### src/rtl/board_pkg.sv
// Shared constants for the fading board recorder: cell marks, reject codes, FSM states.
package board_pkg;

    // Cell contents / move marks
    localparam logic [1:0] MARK_EMPTY = 2'b00;
    localparam logic [1:0] MARK_O     = 2'b01;
    localparam logic [1:0] MARK_X     = 2'b10;
    localparam logic [1:0] MARK_BAD   = 2'b11;

    // Reject codes reported on rej_code
    localparam logic [1:0] REJ_NONE     = 2'b00;
    localparam logic [1:0] REJ_BAD      = 2'b01;
    localparam logic [1:0] REJ_OCCUPIED = 2'b10;
    localparam logic [1:0] REJ_TURN     = 2'b11;

    // Recorder FSM states
    typedef logic [1:0] state_t;
    localparam state_t ST_EMPTY  = 2'd0;
    localparam state_t ST_PLAY   = 2'd1;
    localparam state_t ST_FROZEN = 2'd2;

    // Player whose turn follows the given one
    function automatic logic [1:0] other_mark(input logic [1:0] m);
        return (m == MARK_O) ? MARK_X : MARK_O;
    endfunction

endpackage

### src/rtl/move_fifo.sv
// Circular FIFO of cell positions for one player's live marks.
// Ports:
//   clk, rst (sync active-low), flush (sync clear)
//   push/din  : append a position; ignored when full unless popped in the same cycle
//   pop       : drop the oldest position; ignored when empty
//   head      : oldest live position (valid when count != 0)
//   count     : number of live entries
module move_fifo #(
    parameter  int unsigned DEPTH = 3,
    parameter  int unsigned WIDTH = 4,
    localparam int unsigned CNT_W = $clog2(DEPTH + 1)
) (
    input  logic             clk,
    input  logic             rst,
    input  logic             flush,
    input  logic             push,
    input  logic             pop,
    input  logic [WIDTH-1:0] din,
    output logic [WIDTH-1:0] head,
    output logic [CNT_W-1:0] count
);

    localparam int unsigned PTR_W = (DEPTH > 1) ? $clog2(DEPTH) : 1;

    logic [WIDTH-1:0] mem [DEPTH];
    logic [PTR_W-1:0] rd_ptr;
    logic [PTR_W-1:0] wr_ptr;
    logic             do_push;
    logic             do_pop;

    // Pointer advance with wrap at DEPTH (DEPTH need not be a power of two)
    function automatic logic [PTR_W-1:0] bump(input logic [PTR_W-1:0] p);
        return (p == PTR_W'(DEPTH - 1)) ? '0 : p + PTR_W'(1);
    endfunction

    // Guards keep the FIFO from underflowing or overflowing
    assign do_pop  = pop && (count != '0);
    assign do_push = push && ((count != CNT_W'(DEPTH)) || do_pop);

    always_ff @(posedge clk) begin
        if (!rst || flush) begin
            rd_ptr <= '0;
            wr_ptr <= '0;
            count  <= '0;
            for (int unsigned i = 0; i < DEPTH; i++) begin
                mem[i] <= '0;
            end
        end else begin
            if (do_push) begin
                mem[wr_ptr] <= din;
                wr_ptr      <= bump(wr_ptr);
            end
            if (do_pop) begin
                rd_ptr <= bump(rd_ptr);
            end
            if (do_push && !do_pop) begin
                count <= count + CNT_W'(1);
            end else if (!do_push && do_pop) begin
                count <= count - CNT_W'(1);
            end
        end
    end

    assign head = mem[rd_ptr];

endmodule

### src/rtl/fading_board_recorder.sv
// Fading tic-tac-toe mark recorder: SIDE x SIDE board, each player keeps at most
// DEPTH live marks; a player's extra mark erases that player's oldest mark on the same edge.
// Ports:
//   clk, rst (sync active-low), clear (sync new game), freeze (game over, blocks moves)
//   move_valid/move_ready/move_mark/move_pos : move handshake (move_ready combinational)
//   board                  : registered cells, cell i at [2i+1:2i]
//   cnt_o/cnt_x            : live marks per player
//   next_fade_o/x, nf_valid_o/x : oldest live mark, flagged when it goes on the next move
//   fade_valid/fade_pos    : pulse + held position of the last erased cell
//   rej_valid/rej_code     : pulse + held code of the last rejected move
module fading_board_recorder
    import board_pkg::*;
#(
    parameter  int unsigned SIDE         = 3,
    parameter  int unsigned DEPTH        = 3,
    parameter  int unsigned ENFORCE_TURN = 1,
    localparam int unsigned CELLS        = SIDE * SIDE,
    localparam int unsigned POS_W        = $clog2(CELLS),
    localparam int unsigned CNT_W        = $clog2(DEPTH + 1)
) (
    input  logic               clk,
    input  logic               rst,
    input  logic               clear,
    input  logic               freeze,
    input  logic               move_valid,
    output logic               move_ready,
    input  logic [1:0]         move_mark,
    input  logic [POS_W-1:0]   move_pos,
    output logic [2*CELLS-1:0] board,
    output logic [CNT_W-1:0]   cnt_o,
    output logic [CNT_W-1:0]   cnt_x,
    output logic [POS_W-1:0]   next_fade_o,
    output logic [POS_W-1:0]   next_fade_x,
    output logic               nf_valid_o,
    output logic               nf_valid_x,
    output logic               fade_valid,
    output logic [POS_W-1:0]   fade_pos,
    output logic               rej_valid,
    output logic [1:0]         rej_code
);

    logic [1:0]       cells     [CELLS];
    logic [1:0]       cells_nxt [CELLS];
    state_t           state;
    state_t           state_nxt;
    logic [1:0]       turn;
    logic [1:0]       turn_nxt;
    logic             fade_valid_nxt;
    logic [POS_W-1:0] fade_pos_nxt;
    logic             rej_valid_nxt;
    logic [1:0]       rej_code_nxt;

    logic [1:0]       cur_cell;
    logic             pos_bad;
    logic             occupied;
    logic             turn_bad;
    logic             fire;
    logic             accept;
    logic             reject;
    logic             push_o;
    logic             push_x;
    logic             pop_o;
    logic             pop_x;
    logic             fade_now;
    logic [POS_W-1:0] fade_head;

    assign move_ready = ~clear & (state != ST_FROZEN);
    assign fire       = move_valid & move_ready;

    // Current content of the addressed cell; out-of-range positions read as empty
    always_comb begin
        cur_cell = MARK_EMPTY;
        for (int unsigned i = 0; i < CELLS; i++) begin
            if (move_pos == POS_W'(i)) begin
                cur_cell = cells[i];
            end
        end
    end

    // Legality checks, evaluated against the board as it stands before the edge
    assign pos_bad  = (32'(move_pos) >= CELLS) || (move_mark == MARK_EMPTY) || (move_mark == MARK_BAD);
    assign occupied = (cur_cell != MARK_EMPTY);
    assign turn_bad = (ENFORCE_TURN != 0) && (move_mark != turn);
    assign accept   = fire && !pos_bad && !occupied && !turn_bad;
    assign reject   = fire && !accept;

    // A full player's FIFO pops its head on the same edge as the new push
    assign nf_valid_o = (cnt_o == CNT_W'(DEPTH));
    assign nf_valid_x = (cnt_x == CNT_W'(DEPTH));
    assign push_o     = accept && (move_mark == MARK_O);
    assign push_x     = accept && (move_mark == MARK_X);
    assign pop_o      = push_o && nf_valid_o;
    assign pop_x      = push_x && nf_valid_x;
    assign fade_now   = pop_o || pop_x;
    assign fade_head  = pop_o ? next_fade_o : next_fade_x;

    move_fifo #(
        .DEPTH (DEPTH),
        .WIDTH (POS_W)
    ) u_fifo_o (
        .clk   (clk),
        .rst   (rst),
        .flush (clear),
        .push  (push_o),
        .pop   (pop_o),
        .din   (move_pos),
        .head  (next_fade_o),
        .count (cnt_o)
    );

    move_fifo #(
        .DEPTH (DEPTH),
        .WIDTH (POS_W)
    ) u_fifo_x (
        .clk   (clk),
        .rst   (rst),
        .flush (clear),
        .push  (push_x),
        .pop   (pop_x),
        .din   (move_pos),
        .head  (next_fade_x),
        .count (cnt_x)
    );

    // FSM next state plus next values of every registered output
    always_comb begin
        state_nxt      = state;
        turn_nxt       = turn;
        fade_valid_nxt = 1'b0;
        fade_pos_nxt   = fade_pos;
        rej_valid_nxt  = 1'b0;
        rej_code_nxt   = rej_code;
        cells_nxt      = cells;

        if (reject) begin
            rej_valid_nxt = 1'b1;
            if (pos_bad) begin
                rej_code_nxt = REJ_BAD;
            end else if (occupied) begin
                rej_code_nxt = REJ_OCCUPIED;
            end else begin
                rej_code_nxt = REJ_TURN;
            end
        end

        if (accept) begin
            turn_nxt = other_mark(turn);
        end

        if (fade_now) begin
            fade_valid_nxt = 1'b1;
            fade_pos_nxt   = fade_head;
        end

        // New mark and faded head never share a cell: one is empty, the other occupied
        for (int unsigned i = 0; i < CELLS; i++) begin
            if (accept && (move_pos == POS_W'(i))) begin
                cells_nxt[i] = move_mark;
            end else if (fade_now && (fade_head == POS_W'(i))) begin
                cells_nxt[i] = MARK_EMPTY;
            end
        end

        case (state)
            ST_EMPTY: begin
                if (accept) begin
                    state_nxt = ST_PLAY;
                end
            end
            ST_PLAY: begin
                state_nxt = ST_PLAY;
            end
            ST_FROZEN: begin
                if (!freeze) begin
                    state_nxt = ((cnt_o == '0) && (cnt_x == '0)) ? ST_EMPTY : ST_PLAY;
                end
            end
            default: begin
                state_nxt = ST_EMPTY;
            end
        endcase

        if (freeze) begin
            state_nxt = ST_FROZEN;
        end
    end

    // State and output registers; clear behaves exactly like reset
    always_ff @(posedge clk) begin
        if (!rst || clear) begin
            state      <= ST_EMPTY;
            turn       <= MARK_O;
            fade_valid <= 1'b0;
            fade_pos   <= '0;
            rej_valid  <= 1'b0;
            rej_code   <= REJ_NONE;
            for (int unsigned i = 0; i < CELLS; i++) begin
                cells[i] <= MARK_EMPTY;
            end
        end else begin
            state      <= state_nxt;
            turn       <= turn_nxt;
            fade_valid <= fade_valid_nxt;
            fade_pos   <= fade_pos_nxt;
            rej_valid  <= rej_valid_nxt;
            rej_code   <= rej_code_nxt;
            cells      <= cells_nxt;
        end
    end

    // Flatten the cell array onto the board bus
    for (genvar g = 0; g < CELLS; g++) begin : g_board
        assign board[2*g +: 2] = cells[g];
    end

endmodule

### config.mk
export PLATFORM = sky130hd
export DESIGN_NAME = fading_board_recorder
export DESIGN_NICKNAME = d
export VERILOG_FILES = /design/src/rtl/board_pkg.sv /design/src/rtl/move_fifo.sv /design/src/rtl/fading_board_recorder.sv
export SDC_FILE = /design/constraint.sdc
export NUM_CORES = 1
export LEC_CHECK = 0
export ABC_AREA = 1
export CAP_MARGIN = 25
export CORE_MARGIN = 3
export CORE_UTILIZATION = 39
export CTS_BUF_LIST = sky130_fd_sc_hd__clkbuf_16
export CTS_CLUSTER_DIAMETER = 50
export DETAILED_ROUTE_END_ITERATION = 12
export DONT_BUFFER_PORTS = 1
export PLACE_DENSITY_LB_ADDON = 0.1
export SETUP_SLACK_MARGIN = 0.02
export SYNTH_ARGS = -nofsm -noshare
export SYNTH_HDL_FRONTEND = slang
export SYNTH_SLANG_ARGS = --single-unit
### constraint.sdc
create_clock -name clk -period 3 [get_ports clk]
set_clock_uncertainty 0.15 [all_clocks]
set_input_delay 0.3 -clock clk [delete_from_list [all_inputs] [get_ports clk]]
set_output_delay 0.3 -clock clk [all_outputs]
set_load 0.01 [all_outputs]
======== Word level (Yosys, flattened, before mapping) ========
Memory sizes are Yosys's and may differ from the RTL's. A register that Yosys moved wholly into a read port is not among the register bits.
Cells that the tools add are included.
operators by class
  add/subtract/negate cells ............... 8
  $lt $le $gt $ge ......................... 1
  eq/ne operators ......................... 34
  muxes and demuxes ....................... 63
  bitwise gates (word level) .............. 3
  reductions and logical operators ........ 73
operator list
  kind                                                                 count
  2-bit 2-to-1 mux                                                     45
  1-bit logical AND                                                    35
  4-bit by 3-bit == test with 1-bit output (second input constant)     8
  2-bit nonzero test                                                   14
  2-bit == test (second input constant)                                9
  4-bit by 2-bit == test with 1-bit output (second input constant)     4
  1-bit 2-to-1 mux                                                     14
  2-bit by 1-bit adder with 2-bit output (second input constant)       6
  4-bit 2-to-1 mux                                                     3
  1-bit zero test                                                      9
  4-bit by 1-bit == test with 1-bit output (second input constant)     2
  4-bit == test (second input constant)                                2
  2-bit zero test                                                      4
  4-bit zero test                                                      2
  2-bit != test (second input constant)                                4
  4-bit OR reduction                                                   2
  2-bit by 1-bit == test with 1-bit output (second input constant)     3
  1-bit logical OR                                                     6
  2-bit one-hot mux with 3 select lines                                1
  4-bit greater-or-equal comparator (second input constant)            1
  2-bit by 1-bit subtractor with 2-bit output (second input constant)  2
  3-bit != test (second input constant)                                1
  1-bit bitwise AND                                                    2
  2-bit != test                                                        1
  2 further kinds                                                      2
word-level totals
  register bits ........................... 42
  memory bits (writable) .................. 24
  input bits .............................. 11
  output and inout port bits .............. 41
  logic and storage cells ................. 206
  memories ................................ 2
memory list
  name          words  width  rd ports  clocked after memory_dff  write ports  line             text
  u_fifo_o.mem  3      4      1         1                         3            move_fifo.sv:25  logic [WIDTH-1:0] mem [DEPTH];
  u_fifo_x.mem  3      4      1         1                         3            move_fifo.sv:25

======== Longest topological paths before layout ========
Gate-level depths: netlist of run 1.
  word-level depth ........................ 24
  depth in mapped cells ................... 18
  gate-level depth less buffers ........... 18

======== Cells and area by module ========
A second synthesis of run 1 with hierarchy kept.
second synthesis, totals
  cell total of the unflattened synthesis .. 506
  area, all modules ....................... 3940.0 µm²
modules (own cells, without submodules)
  module                 times used  cells an instance  area each (µm²)  sequential area each (µm²)
  fading_board_recorder  1           279                1785.5           600.6
  move_fifo (u_fifo_x)   1           114                1091.0           640.6
  move_fifo (u_fifo_o)   1           113                1063.5           640.6

======== Least setup slack after synthesis of run 1 ========
No wires, ideal clock.
  path kind ............................... input to register
  start ................................... in move_pos[0]
  end ..................................... mem u_fifo_x.mem[3][0] (enable)
  setup time .............................. 0.377 ns
  arrival ................................. 2.041 ns
  required time ........................... 2.473 ns
  slack ................................... 0.432 ns
  cell stages on the path ................. 14
  buffers on the path ..................... 1
  cell sequence ........................... inv_2 nor2_2 nand2_1 inv_2 nand2_1 inv_1 nor3_2 nand4_2 nor2_4 nand2_2 buf_4 nor2_4 inv_1 nor4_1
RTL lines
  item         line                         text
  from (decl)  fading_board_recorder.sv:28  input logic [POS_W-1:0] move_pos,
  to (decl)    move_fifo.sv:25

==> results of run 1 <==
## final cells by class
cell class	instances	area, um2
clock buffers	9	225
flip-flops and latches	78	1880
inverters	52	195
well taps	129	161
repair buffers	19	160
fillers	937	4990
clock inverters	7	58.8
diodes	1	2.50
multi-input cells	299	1600
## report_power, final
group          total (mW)  switching (mW)  internal, mW
registers            1.12         0.00504          1.12
logic               0.113          0.0837        0.0289
clock network        1.04           0.405         0.632
## worst max-delay path by stage
stage                                        end             startpoint
finish              u_fifo_x.mem[3][1]$_DFFE_PP_  board[5]$_SDFFE_PP0P_
CTS                 u_fifo_x.mem[3][1]$_DFFE_PP_  state[1]$_SDFFE_PP0P_
global placement    u_fifo_x.mem[3][2]$_DFFE_PP_            move_pos[1]
detailed placement  u_fifo_x.mem[3][3]$_DFFE_PP_            move_pos[1]
floorplan           u_fifo_x.mem[3][0]$_DFFE_PP_            move_pos[0]
global route        u_fifo_x.mem[3][1]$_DFFE_PP_  board[5]$_SDFFE_PP0P_
## registers in the layout (all words and copies together), names as in the netlist, named ones only
name	flops
turn	2
fade_pos	4
u_fifo_x.rd_ptr	2
u_fifo_x.wr_ptr	2
board	18
u_fifo_o.mem	16
fade_valid	1
u_fifo_x.mem	16
state	2
rej_valid	1
rej_code	2
u_fifo_o.rd_ptr	2
u_fifo_o.wr_ptr	2
u_fifo_o.count	2
u_fifo_x.count	2
## critical path, delay by kind of cell, from the launching register on
family                 cells  cell delay (ns)
buffers and inverters      3             0.30
flip-flops                 1             0.37
AND/OR/NAND/NOR            9             1.48
## through the flow
stage | hold WS [ns] | power (mW) | cells
2_1_floorplan | 0.228 | 1.22 | 440
3_3_place_gp | 0.232 | 1.24 | 570
3_5_place_dp | 0.232 | 1.24 | 570
4_1_cts | 0.0123 | 2.29 | 593
5_1_grt | 0.0346 | 2.35 | 594
6_report | 0.0235 | 2.27 | 594
## routing by layer
layer  up-vias  GRT usage, %
met1      1451          25.0
li1       1536             -
met2        99          28.9
met4         0          9.59
met3        17          4.41
met5         -             0
## kinds of logic after synthesis
kind of cell           Yosys count  share of synthesized area [%]
buffers and inverters           63                           6.70
XOR/XNOR                         2                          0.469
AND/OR/NAND/NOR                221                           30.8
AO/OA/AOI/OAI                   76                           11.7
flip-flops                      78                           50.4
## synth_stat cells (2+ instances only)
cell	instances
clkbuf_1	7
nand3_1	33
a211oi_1	3
nand2_1	62
nand3_2	11
o31ai_1	3
edfxtp_1	32
nor2_4	6
nor2_1	63
a31oi_1	3
nand2_4	2
o22ai_1	8
nand4_2	2
nor4_1	4
buf_2	2
inv_1	38
nor2_2	9
dfxtp_1	46
a21oi_1	28
nand4_1	14
o21ai_0	24
nor3_1	4
xor2_1	2
o21ai_1	2
nand2_2	7
inv_2	14
==> out/results.ini, run 1 <==
[finish]
drive_above_1_share_pct=17.7
final_common_cell=nor2_1
area_delta_synth_final_pct=14.8
fin_area_mm2=0.00429
nNetsFinal=470
postLayoutCoreUtil_pct=46.2
final_cell_mix=63 x nor2_1, 62 x nand2_1, 46 x dfxtp_1

[detailed_routing]
drt_pre_antenna_iters=4
top_layer=met4
met1_length_mm=4.54
final_antenna_net_count=0
via_count=3103
drt_iter0_drc=170
drt-vias-per-instance=5.22
wirelength_mm=9.97
avgRoutedWirePerCell_um=16.8
routed-wl-met2_mm=4.53
drc=0
wl_met3_um=668

[synthesis]
synth_area_mm2=0.00374
synth_area_leaders=edfxtp_1 26%, dfxtp_1 25%, nor2_1 6.3%
synthFlopType=dfxtp_1
synth_cells=440
ys_ff_latch=78
yosysSeqAreaShare_pct=50.4
synth_top_cell_by_area=edfxtp_1
synth_top_area_share_pct=25.7
synth_warnings=0
synth_cell_types=37
synth-edff-count=32
avgSynthCellArea_um2=8.49
synth_fp_nets=451
async_flop_share_pct=0

[setup_path]
critPathMaxFanout=11
r2r_start=board[5]$_SDFFE_PP0P_
crit_path_start_kind=register
rr_endpoint=u_fifo_x.mem[3][1]$_DFFE_PP_
worstSetupPathType=reg2reg
reg2reg_slack_ns=0.40
critPathSlowestCell=dfxtp_1
cp.required_ns=2.90
slowest_delay_ns=0.37
worst_r2r_path_depth=12
worst_ep_arrival_time_ns=2.50
end_kind=register
worstPathCellList=nand3_1, inv_1, nor2_1, nand3_1, nor2_1, nand4_1, nor2_4, nand2_2, nor2_4, inv_1, nor4_1, buf_4

[worst_hold_path]
hold_end=board[5]$_SDFFE_PP0P_
min_path_cells=3
hp-start=move_pos[0]
hold_path.class=in2reg

[grt]
antenna_found_initial=1
grt_pass1_vias=2959
gr-usage-all-layers_pct=18.9
grt_pass1_wl_mm=15.7
grt-ovfl-total=0
grt_max_degree=27

[sta]
fin_crit_ns=2.60
max_freq_ghz=0.385
worst_pin_slew_ns=0.519
tns_ns=0
finalWorstSetupSlack_ns=0.399
period_share_pct=86.7
final_hold_viol_count=0
rsz0062_at_grt=no
slew_viol_final=0
setup_viol=0
slew_headroom_pct=65.4

[flow_run]
max_cap_viol_count=0

[placed_design]
placed_area_mm2=0.00393
io_buffers=0
pre_cts_ws_ns=0.277
hpwl_mm=7.54
gp_congestion=0.893

[outcome]
status=finished, final reports clean

[floorplan]
io_pins=52
core-area_mm2=0.00928
row_count=35
initial_utilization_pct=40.2
dieArea_mm2=0.0108
fp.dieH_um=104
fp.dieW_um=104

[clocking]
cts_sinks=78
clock_path_buffers=2
cts_buffers=9
path_clk_slew_ns=0.06
cts_setup_buffers=0
clock_latency_ns=0.33
cts_tree=built
cts_resized=0
clockRootBuffer=clkbuf_16
holdBufCountCts=7
cts_htree_levels=3

[power]
max-vdd-ir-drop_uv=272
leakage_nw=1.66
power_density_mw_per_mm2=530

(Power assumes the default switching activity.)
==> run 2, diff against run 1 <==
--- a/config.mk
+++ b/config.mk
@@ -9,10 +9,10 @@
 export CAP_MARGIN = 25
 export CORE_MARGIN = 3
 export CORE_UTILIZATION = 39
-export CTS_BUF_LIST = sky130_fd_sc_hd__clkbuf_16
 export CTS_CLUSTER_DIAMETER = 50
 export DETAILED_ROUTE_END_ITERATION = 12
 export DONT_BUFFER_PORTS = 1
+export GPL_TIMING_DRIVEN = 0
 export PLACE_DENSITY_LB_ADDON = 0.1
 export SETUP_SLACK_MARGIN = 0.02
 export SYNTH_ARGS = -nofsm -noshare
==> run 2 against run 1 <==
Net effect:
- clock power decreased by 17%
- via count about the same
- highest routed layer unchanged
- non-clock buffer count decreased by 1
- largest power group unchanged
==> out/results.ini, run 2 (synthesized netlist as in run 1, its figures left out) <==
[clocking]
cts_sinks=78
path_clk_slew_ns=0.08
cts_tree=built
clockRootBuffer=clkbuf_8
cts_buffers=9
cts_htree_levels=3
clock_latency_ns=0.35
clock_path_buffers=2

[setup_path]
slowest_delay_ns=0.37
cp.required_ns=2.90
crit_buf_inv=2
worstSetupPathType=reg2reg
critPathMaxFanout=10
r2r_start=board[5]$_SDFFE_PP0P_
end_kind=register
crit_path_start_kind=register
crit_family=simple AND/OR/NAND/NOR gates
startpoint=board[5]$_SDFFE_PP0P_
worstPathCellList=nand3_1, inv_1, nor2_1, nand3_1, nor2_1, nand4_1, nor2_4, nand2_2, buf_4, nor2_4, nand4_1, nand2_1
critPathSlowestCell=dfxtp_1
worst_ep_arrival_time_ns=2.64

[sta]
rsz0062_at_grt=no
fin_crit_ns=2.73
max_freq_ghz=0.366
slew_headroom_pct=56.9
worst_pin_slew_ns=0.647
final_hold_viol_count=0
period_share_pct=91.1
tns_ns=0
slew_viol_final=0
setup_viol=0

[detailed_routing]
via_count=3101
drc=0
wirelength_mm=10.2
avgRoutedWirePerCell_um=17.3
drt-vias-per-instance=5.24
drt_pre_antenna_iters=5
final_antenna_net_count=0
drt_iter0_drc=185

[power]
power_density_mw_per_mm2=500
max-vdd-ir-drop_uv=257
leakage_nw=1.58

[placed_design]
io_buffers=0
gp_congestion=0.853
hpwl_mm=7.49
placed_area_mm2=0.00390

[finish]
nNetsFinal=469
n_antenna_cell=0
final_common_cell=nor2_1
fin_area_mm2=0.00419
final_cell_mix=63 x nor2_1, 62 x nand2_1, 46 x dfxtp_1
drive_above_1_share_pct=17.3
area_delta_synth_final_pct=12.2
nFillCells=948
postLayoutCoreUtil_pct=45.1
largest_reg_flops=18

[grt]
globalRouteMet1Util_pct=27.3
gr-usage-all-layers_pct=19.2
grt_pass1_vias=2918
grt_max_degree=14
grt_util_met2_pct=29.0
grt-ovfl-total=0
grt_busiest_layer=met2
antenna_found_initial=0
grt_pass1_wl_mm=16.2
grtUsageMet3_pct=3.66

[worst_hold_path]
hp-start=move_pos[0]
hold_path.class=in2reg

[outcome]
status=finished, final reports clean

[floorplan]
row_count=35
initial_utilization_pct=40.2
fp.dieW_um=104
fp.dieH_um=104
io_pins=52
dieArea_mm2=0.0108
core-area_mm2=0.00928

[flow_run]
max_cap_viol_count=0

-- run 2: cell types whose count changed in the layout (fill, tap and decap cells not counted), moves of 9 or more --
| cell | change |
|---|---|
| buf_4 | -9 |
| clkbuf_1 | +9 |
| clkbuf_16 | -9 |
| clkbuf_8 | +9 |
-- run 2: worst paths after layout --
check | end | slack, ns | depth (start not counted)
setup / recovery | u_fifo_x.mem[1][3]$_SDFFCE_PN0P_ | 0.27 | 12
hold / removal | u_fifo_x.mem[1][0]$_SDFFCE_PN0P_ | 0.09 | 2
setup reg to reg | u_fifo_x.mem[1][3]$_SDFFCE_PN0P_ | 0.27 | 12
hold reg to reg | turn[1]$_SDFFE_PP0N_ | 0.34 | 2
-- run 2: final cells by class --
cell class	instances	area [um2]	area share, %
tap	129	161	3.85
buffer	11	55.1	1.31
multi-input combinational	299	1620	38.6
clock inverter	5	83.8	2.00
clock buffer	11	131	3.14
timing repair buffer	7	65.1	1.55
inverter	52	195	4.66
sequential	78	1880	44.9
-- run 2: metal layers --
metal  share of wire (%)  vias up
met4                 2.1        0
met5                   0        -
li1                    -     1539
met2                  44       81
met3                 5.7       17
met1                  48     1464
-- run 2: where the power goes --
part | internal [mW] | switching (mW)
clock network | 0.471 | 0.389
logic | 0.0261 | 0.0891
registers | 1.11 | 0.00538
total | 1.61 | 0.483
-- run 2: worst reg2reg max path, stage by stage (launching register included) --
cell     delay [ns]
dfxtp_1        0.37
nand3_1        0.14
inv_1          0.05
nor2_1         0.10
nand3_1        0.11
nor2_1         0.11
nand4_1        0.13
nor2_4         0.22
nand2_2        0.13
buf_4          0.21
nor2_4         0.17
nand4_1        0.29
nand2_1        0.26
-- run 2: timing repair --
item,4_1_cts,5_1_grt
setup endpoints to repair,0,12
hold buffers,5,0
hold endpoints to repair,13,0
buffers inserted,0,2
gates resized for setup,0,2
-- run 2: per-stage QoR --
stage          cells  hold slack [ns]  power [mW]  setup slack, ns
2_1_floorplan    440            0.228        1.22            0.432
3_3_place_gp     569            0.230        1.25          -0.0701
3_5_place_dp     569            0.237        1.25          -0.0883
4_1_cts          590           0.0717        2.12           0.0316
5_1_grt          592           0.0909        2.17           0.0143
6_report         592           0.0904        2.09            0.267
